===== config.mk =====
export PLATFORM = sky130hd
export DESIGN_NAME = rectangle128_dec_keygen
export DESIGN_NICKNAME = d
export VERILOG_FILES = /design/src/rtl/rectangle128_dec_keygen.sv
export SDC_FILE = /design/constraint.sdc
export NUM_CORES = 1
export LEC_CHECK = 0
export CAP_MARGIN = 20
export CORE_AREA = 2 2 167 136
export CTS_CLUSTER_SIZE = 16
export DETAILED_ROUTE_END_ITERATION = 10
export DIE_AREA = 0 0 169 138
export PLACE_DENSITY = 0.8
export SLEW_MARGIN = 5
export SYNTH_ARGS = -nofsm -noshare
export SYNTH_HDL_FRONTEND = slang
export SYNTH_SLANG_ARGS = --single-unit

===== constraint.sdc =====
create_clock -name clk -period 3.8 [get_ports clk]
set_input_delay 0.38 -clock clk [delete_from_list [all_inputs] [get_ports clk]]
set_output_delay 0.38 -clock clk [all_outputs]
set_load 0.005 [all_outputs]

===== src/rtl/rectangle128_dec_keygen.sv =====
// rectangle128_dec_keygen: RECTANGLE-128 decryption round-key generator.
// Runs the key schedule forward to K(ROUNDS), then streams keys back down to K0.
module rectangle128_dec_keygen #(
   parameter int ROUNDS = 25,
   parameter logic [4:0] RC_INIT = 5'h01
) (
   input  logic         clk,
   input  logic         rst_n,
   input  logic         i_start,
   input  logic [127:0] iv_key,
   output logic         o_busy,
   output logic [63:0]  ov_rkey,
   output logic [4:0]   ov_rkey_idx,
   output logic         o_rkey_valid,
   input  logic         i_rkey_ready,
   output logic         o_rkey_last,
   output logic         o_done
);
   typedef enum logic [1:0] {IDLE, FWD, OUT} state_t;
   localparam logic [63:0] SBOX = 64'h24F8D30B97E1AC56;
   localparam logic [63:0] SINV = 64'hD5B2837C601EAF49;
   localparam logic [4:0]  LAST = 5'(ROUNDS - 1);
   state_t state;
   logic [127:0] key;
   logic [4:0] rc, cnt, rc_prev;

   function automatic logic [31:0] rotl(input logic [31:0] x, input int n);
      return (x << n) | (x >> (32 - n));
   endfunction

   // Only columns 0..7 pass through the S-box; the upper 24 columns are untouched.
   function automatic logic [127:0] sub_cols(input logic [127:0] s, input logic [63:0] tbl);
      logic [127:0] r;
      logic [3:0] v;
      r = s;
      for (int j = 0; j < 8; j++) begin
         v = tbl[4 * int'({s[96+j], s[64+j], s[32+j], s[j]}) +: 4];
         r[j] = v[0];
         r[32+j] = v[1];
         r[64+j] = v[2];
         r[96+j] = v[3];
      end
      return r;
   endfunction

   function automatic logic [127:0] f_upd(input logic [127:0] s, input logic [4:0] c);
      logic [127:0] t;
      logic [31:0] n0;
      t = sub_cols(s, SBOX);
      n0 = rotl(t[31:0], 8) ^ t[63:32];
      n0[4:0] = n0[4:0] ^ c;
      return {t[31:0], rotl(t[95:64], 16) ^ t[127:96], t[95:64], n0};
   endfunction

   function automatic logic [127:0] g_upd(input logic [127:0] s, input logic [4:0] c);
      logic [31:0] r0;
      r0 = s[31:0] ^ {27'd0, c};
      return sub_cols({s[95:64] ^ rotl(s[63:32], 16), s[63:32],
                       r0 ^ rotl(s[127:96], 8), s[127:96]}, SINV);
   endfunction

   assign rc_prev = {rc[0] ^ rc[3], rc[4:1]};
   assign ov_rkey = {key[111:96], key[79:64], key[47:32], key[15:0]};
   assign ov_rkey_idx = cnt;
   assign o_rkey_last = o_rkey_valid && cnt == 5'd0;

   always_ff @(posedge clk or negedge rst_n) begin
      if (!rst_n) begin
         state <= IDLE;
         key <= '0;
         rc <= '0;
         cnt <= '0;
         o_busy <= 1'b0;
         o_rkey_valid <= 1'b0;
         o_done <= 1'b0;
      end else begin
         o_done <= 1'b0;
         case (state)
            IDLE: if (i_start) begin
               key <= iv_key;
               rc <= RC_INIT;
               cnt <= '0;
               o_busy <= 1'b1;
               state <= FWD;
            end
            FWD: begin
               key <= f_upd(key, rc);
               rc <= {rc[3:0], rc[4] ^ rc[2]};
               cnt <= cnt + 5'd1;
               if (cnt == LAST) begin
                  o_rkey_valid <= 1'b1;
                  state <= OUT;
               end
            end
            OUT: if (i_rkey_ready) begin
               if (cnt != 5'd0) begin
                  key <= g_upd(key, rc_prev);
                  rc <= rc_prev;
                  cnt <= cnt - 5'd1;
               end else begin
                  o_rkey_valid <= 1'b0;
                  o_busy <= 1'b0;
                  o_done <= 1'b1;
                  state <= IDLE;
               end
            end
            default: state <= IDLE;
         endcase
      end
   end
endmodule

---- Yosys cells after proc, flatten, opt, wreduce, memory -nomap -nowiden ----
Cells that the tools add are included.
word-level totals
  word-level logic and storage cells ...... 82
  flip-flop bits (word level) ............. 143
  output and inout bits ................... 73
  input port bits ......................... 132
operators by class
  shift operators ......................... 16
  reduce and logical (&&, ||, !) cells .... 11
  $add $sub $neg .......................... 2
  bitwise gates (word level) .............. 12
  eq/ne operators ......................... 8
  multiplexer cells ....................... 26
operators by type and width
  cell                                                                          number
  64-bit by 7-bit indexed part select with 4-bit output (first input constant)  16
  128-bit two-way mux                                                           3
  128-bit one-hot mux with 3 select lines                                       1
  32-bit bitwise XOR                                                            4
  32-bit by 16-bit OR with 32-bit output                                        2
  32-bit by 8-bit OR with 32-bit output                                         2
  32-bit by 5-bit bitwise XOR with 32-bit output                                1
  5-bit two-way mux                                                             6
  5-bit one-hot mux with 3 select lines                                         2
  4-bit AND reduction                                                           4
  2-bit inequality test (second input constant)                                 5
  2-bit two-way mux                                                             4
  1-bit two-way mux                                                             7
  2-bit one-hot mux with 3 select lines                                         1
  5-bit by 1-bit adder with 5-bit output (second input constant)                1
  5-bit equality test (second input constant)                                   1
  5-bit zero test                                                               1
  5-bit nonzero test                                                            1
  5-bit by 1-bit subtractor with 5-bit output (second input constant)           1
  5-bit bitwise XOR                                                             1
  1-bit one-hot mux with 2 select lines                                         2
  2-bit nonzero test                                                            2
  3-bit nonzero test                                                            1
  2-bit by 1-bit equality test with 1-bit output (second input constant)        1
  4 further kinds                                                               5

---- Longest topological paths before layout ----
  depth after elaboration ................. 7
  gate-level depth with buffers ........... 13
  gate-level depth less buffers ........... 10

---- Worst setup path before layout ----
OpenSTA, ideal clock, no wires.
  path kind ............................... reg-to-reg
  start point ............................. reg state[0]
  end point ............................... reg cnt[4], in the netlist ov_rkey_idx[4]
  library setup time ...................... 132 ps
  buffers on the path ..................... 3
  arrival time ............................ 2,300 ps
  period minus slack after synthesis ...... 2,432 ps
  cell stages (with the launch flop) ...... 14
  required time ........................... 3,668 ps
  slack ................................... 1,368 ps
  cells stage by stage .................... dfrtp_1 -> inv_1 -> ha_1 -> clkbuf_1 -> buf_6 -> inv_1 -> clkbuf_1 -> fa_1 -> inv_1 -> a21o_1 -> a21oi_1 -> xnor2_1 -> mux2i_1 -> o21ai_1
on the way
  cells in the longest elaborated chain, start to end .. 3
  elaborated cells between the ends (all ways) .. 9
  those cells by class .................... eq/ne (5); mux (1); reduce/logical (3)
ends and longest elaborated chain
  element                                                                       RTL line  text
  start, declared                                                               23        state_t state;
  start signal, assigned                                                        69        state <= IDLE;
  start signal, assigned                                                        84        state <= FWD;
  start signal, assigned                                                        92        state <= OUT;
  2-bit equality test, or another cell as far along                             78        case (state)
  2-bit inequality test (no source line) or 3-bit nonzero test (tied branches)  --
  4-bit AND reduction (no source line)                                          --
  end signal, assigned                                                          89        cnt <= cnt + 5'd1;
  end signal, assigned                                                          99        cnt <= cnt - 5'd1;
  end, declared                                                                 25        logic [4:0] rc, cnt, rc_prev;
Parallel ways exist; a longest one is shown, timed or not.
A chain may end at the register's enable or synchronous reset.

---- Worst setup path after layout ----
  start point ............................. reg state[0]
  end point ............................... reg key[13]
on the way
  cells in the longest elaborated chain, start to end .. 3
  elaborated cells between the ends (all ways) .. 9
  those cells by class .................... eq/ne (5); mux (1); reduce/logical (3)
ends and longest elaborated chain
  element                                                                       RTL line  text
  2-bit equality test, or another cell as far along                             78
  2-bit inequality test (no source line) or 3-bit nonzero test (tied branches)  --
  4-bit AND reduction (no source line)                                          --
  end signal, assigned                                                          80        key <= iv_key;
  end signal, assigned                                                          87        key <= f_upd(key, rc);
  end signal, assigned                                                          97        key <= g_upd(key, rc_prev);
  end, declared                                                                 24        logic [127:0] key;
Parallel ways exist; a longest one is shown, timed or not.

==> flow_metrics.env <==
export IMPL_final_min_clock_period_ns=2.87
export IMPL_final_antenna_net_count=0
export IMPL_clockBufferDepth=2
export IMPL_reg2reg_slack_ns=0.93
export IMPL_antenna_found_initial=1
export IMPL_post_cts_repair_setup_buffers=0
export IMPL_hold_violations=0
export IMPL_synthFlopType="dfrtp_1"
export IMPL_place_ws_ns=0.999
export IMPL_cts_buffers=17
export IMPL_setup_worst_path_class="reg2reg"
export IMPL_worst_slew_pin_slew_ns=0.819
export IMPL_synth_area_top_cells="dfrtp_1, xor2_1, a221oi_1"
export IMPL_dpl_cell_area_sq_mm=0.0134
export IMPL_htree_levels=4
export IMPL_grt_max_degree=104
export IMPL_critPathRequiredTime_ns=4.17
export IMPL_io_pins=205
export IMPL_worstPathArrival_ns=3.24
export IMPL_syn_nets=1575
export IMPL_maxCapViolCount=0
export IMPL_rows=49
export IMPL_rsz0062_at_grt="false"
export IMPL_synth_largest_area_cell="dfrtp_1"
export IMPL_synth_distinct_cells=62
export IMPL_syn_inst=1377
export IMPL_dpl_hpwl_um=22600
export IMPL_cts_clk_slew_worst_paths_ns=0.07
export IMPL_overflow=0
export IMPL_worst_r2r_path_depth=7
export IMPL_clk_insertion_delay_late_ns=0.44
export IMPL_crit_fanout=70
export IMPL_critPathLaunchType="register"
export IMPL_area_growth_pct=18.1
export IMPL_cts_sinks=143
export IMPL_die_w_um=169
export IMPL_tns_ns=0
export IMPL_routedWlPerCell_um=19.8
export IMPL_rr_endpoint="key[13]"
export IMPL_die_h_um=138
export IMPL_synth_edf_count=0
export IMPL_gp_congestion=0.871
export IMPL_start_util_pct=54.2
export IMPL_ctsResizeCount=0
export IMPL_finalCoreUtilization_pct=64.1
export IMPL_synth_seq_area_share_pct=30.1
export IMPL_fin_skew_ns=0.0160
export IMPL_min_path_type="in2async"
export IMPL_ys_warn_count=0
export IMPL_relSlewSlack_pct=45.4
export IMPL_drt_iter0_markers=1365
export IMPL_fin_ws_ns=0.927
export IMPL_io_buffers=204
export IMPL_avgSynthCellArea_sq_um=8.65
export IMPL_via_count=10700
export IMPL_vdd_drop_max_uv=976
export IMPL_final_nets=1630
export IMPL_grt_pass1_vias=10500
export IMPL_finalSetupViolCount=0
export IMPL_die_area_sq_mm=0.0233
export IMPL_grtUsageTotal_pct=29.1
export IMPL_coreArea_sq_mm=0.0219
export IMPL_r2r_start="state[0]"
export IMPL_fin_crit_sh_pct=75.6
export IMPL_max_freq_ghz=0.348
export IMPL_avgViaCountPerCell=6.19
export IMPL_drive_above_1_share_pct=5.54
export IMPL_final_area_sq_mm=0.0141
export IMPL_netlist_area_sq_mm=0.0119
export IMPL_yosys_register_bits=143
export IMPL_status="finished, final reports clean"
export IMPL_root_buffer="clkbuf_16"
export IMPL_synth_top_cell_area_share_pct=30.1
export IMPL_hold_buffers=0
export IMPL_finalMaxSlewViolations=0
export IMPL_async_flop_share_pct=100
export IMPL_drc=0
export IMPL_endpoint_kind="register"
export IMPL_p_leak_nw=5.88
export IMPL_drtPass1Iterations=6
export IMPL_cts_tree="built"
export IMPL_grt_pass1_wl_um=55000
export IMPL_power_density_mw_per_mm2=1170
export IMPL_routed_wl_um=34200
export IMPL_synthTopCellsByCount="dfrtp_1, nand2_1, nor2_1, xor2_1, a221oi_1"
sequential cells by signal (all words and copies together), names as in the netlist:
register      flops
o_done            1
o_busy            1
state             2
rc                5
key             128
o_rkey_valid      1
ov_rkey_idx       5
where the power goes:
group / switching, W / internal (W)
registers: 0.00166 / 0.00233
logic: 0.00582 / 0.00476
clock network: 0.000756 / 0.00113
total: 0.00823 / 0.00822
worst max-delay path, stage by stage, from the launching register on:
cell	delay, ns
dfrtp_1	0.43
inv_1	0.20
ha_4	0.26
buf_4	0.59
buf_4	0.74
a221o_1	0.28
o21ai_0	0.10
o21ai_1	0.16
stage by stage:
step / total power (W) / instances / hold WS (ns)
2_1_floorplan: 0.0120 / 1377 / 0.0844
3_3_place_gp: 0.0140 / 1691 / 0.542
3_5_place_dp: 0.0144 / 1691 / 0.534
4_1_cts: 0.0164 / 1723 / 0.133
5_1_grt: 0.0178 / 1725 / 0.368
6_report: 0.0164 / 1726 / 0.341
layer usage:
metal  track usage [%]  part of all wire, %
met1              36.3                   39
met2              49.6                   50
met3              6.21                  7.3
met4              11.0                  3.3
met5                 0                    0
kinds of logic (layout without fill, tap and decap cells):
family                   Yosys count  count (layout)  synth area share, %
multiplexers                      30              30                 2.81
adder cells (fa/ha/maj)           66              66                 7.00
AND/OR/NAND/NOR                  303             303                 10.4
other                              0               1                    0
buffers and inverters            225             293                 10.6
AO/OA/AOI/OAI                    441             441                 25.9
XOR/XNOR                         169             169                 13.3
flip-flops                       143             143                 30.1
final cells by class:
cell class	count	area, sq um
Fill cell	1806	7890
Sequential cell	143	3580
Tap cell	280	350
Clock buffer	18	439
Antenna cell	1	2.50
Clock inverter	14	203
Multi-Input combinational cell	1009	7120
Inverter	43	163
Timing Repair Buffer	218	2210
how the worst max path moves through the flow:
stage / to / slack (ns) / cells after the start / startpoint
2_1_floorplan: ov_rkey_idx[4] / 1.37 / 13 / state[0]
6_report: key[13] / 0.93 / 7 / state[0]
3_5_place_dp: key[13] / 1.0 / 7 / state[0]
5_1_grt: key[19] / 0.79 / 6 / state[0]
3_3_place_gp: key[15] / 1.08 / 7 / state[0]
4_1_cts: key[13] / 0.99 / 7 / state[0]
cell usage in the layout (no fill, tap or decap), types with 17 or more instances in the layout:
master / synthesis / routed
clkdlybuf4s50_1: 0 / 203
nand2_1: 143 / 143
dfrtp_1: 143 / 143
nor2_1: 121 / 121
xor2_1: 109 / 109
a221oi_1: 100 / 100
o31ai_1: 88 / 88
o21ai_0: 78 / 78
ha_1: 65 / 62
a21oi_1: 53 / 52
xnor2_1: 48 / 48
inv_1: 38 / 38
o21ai_1: 34 / 34
mux2i_1: 24 / 24
o22ai_1: 17 / 17
clkbuf_16: 0 / 17
Power figures use the tool's default switching activity.
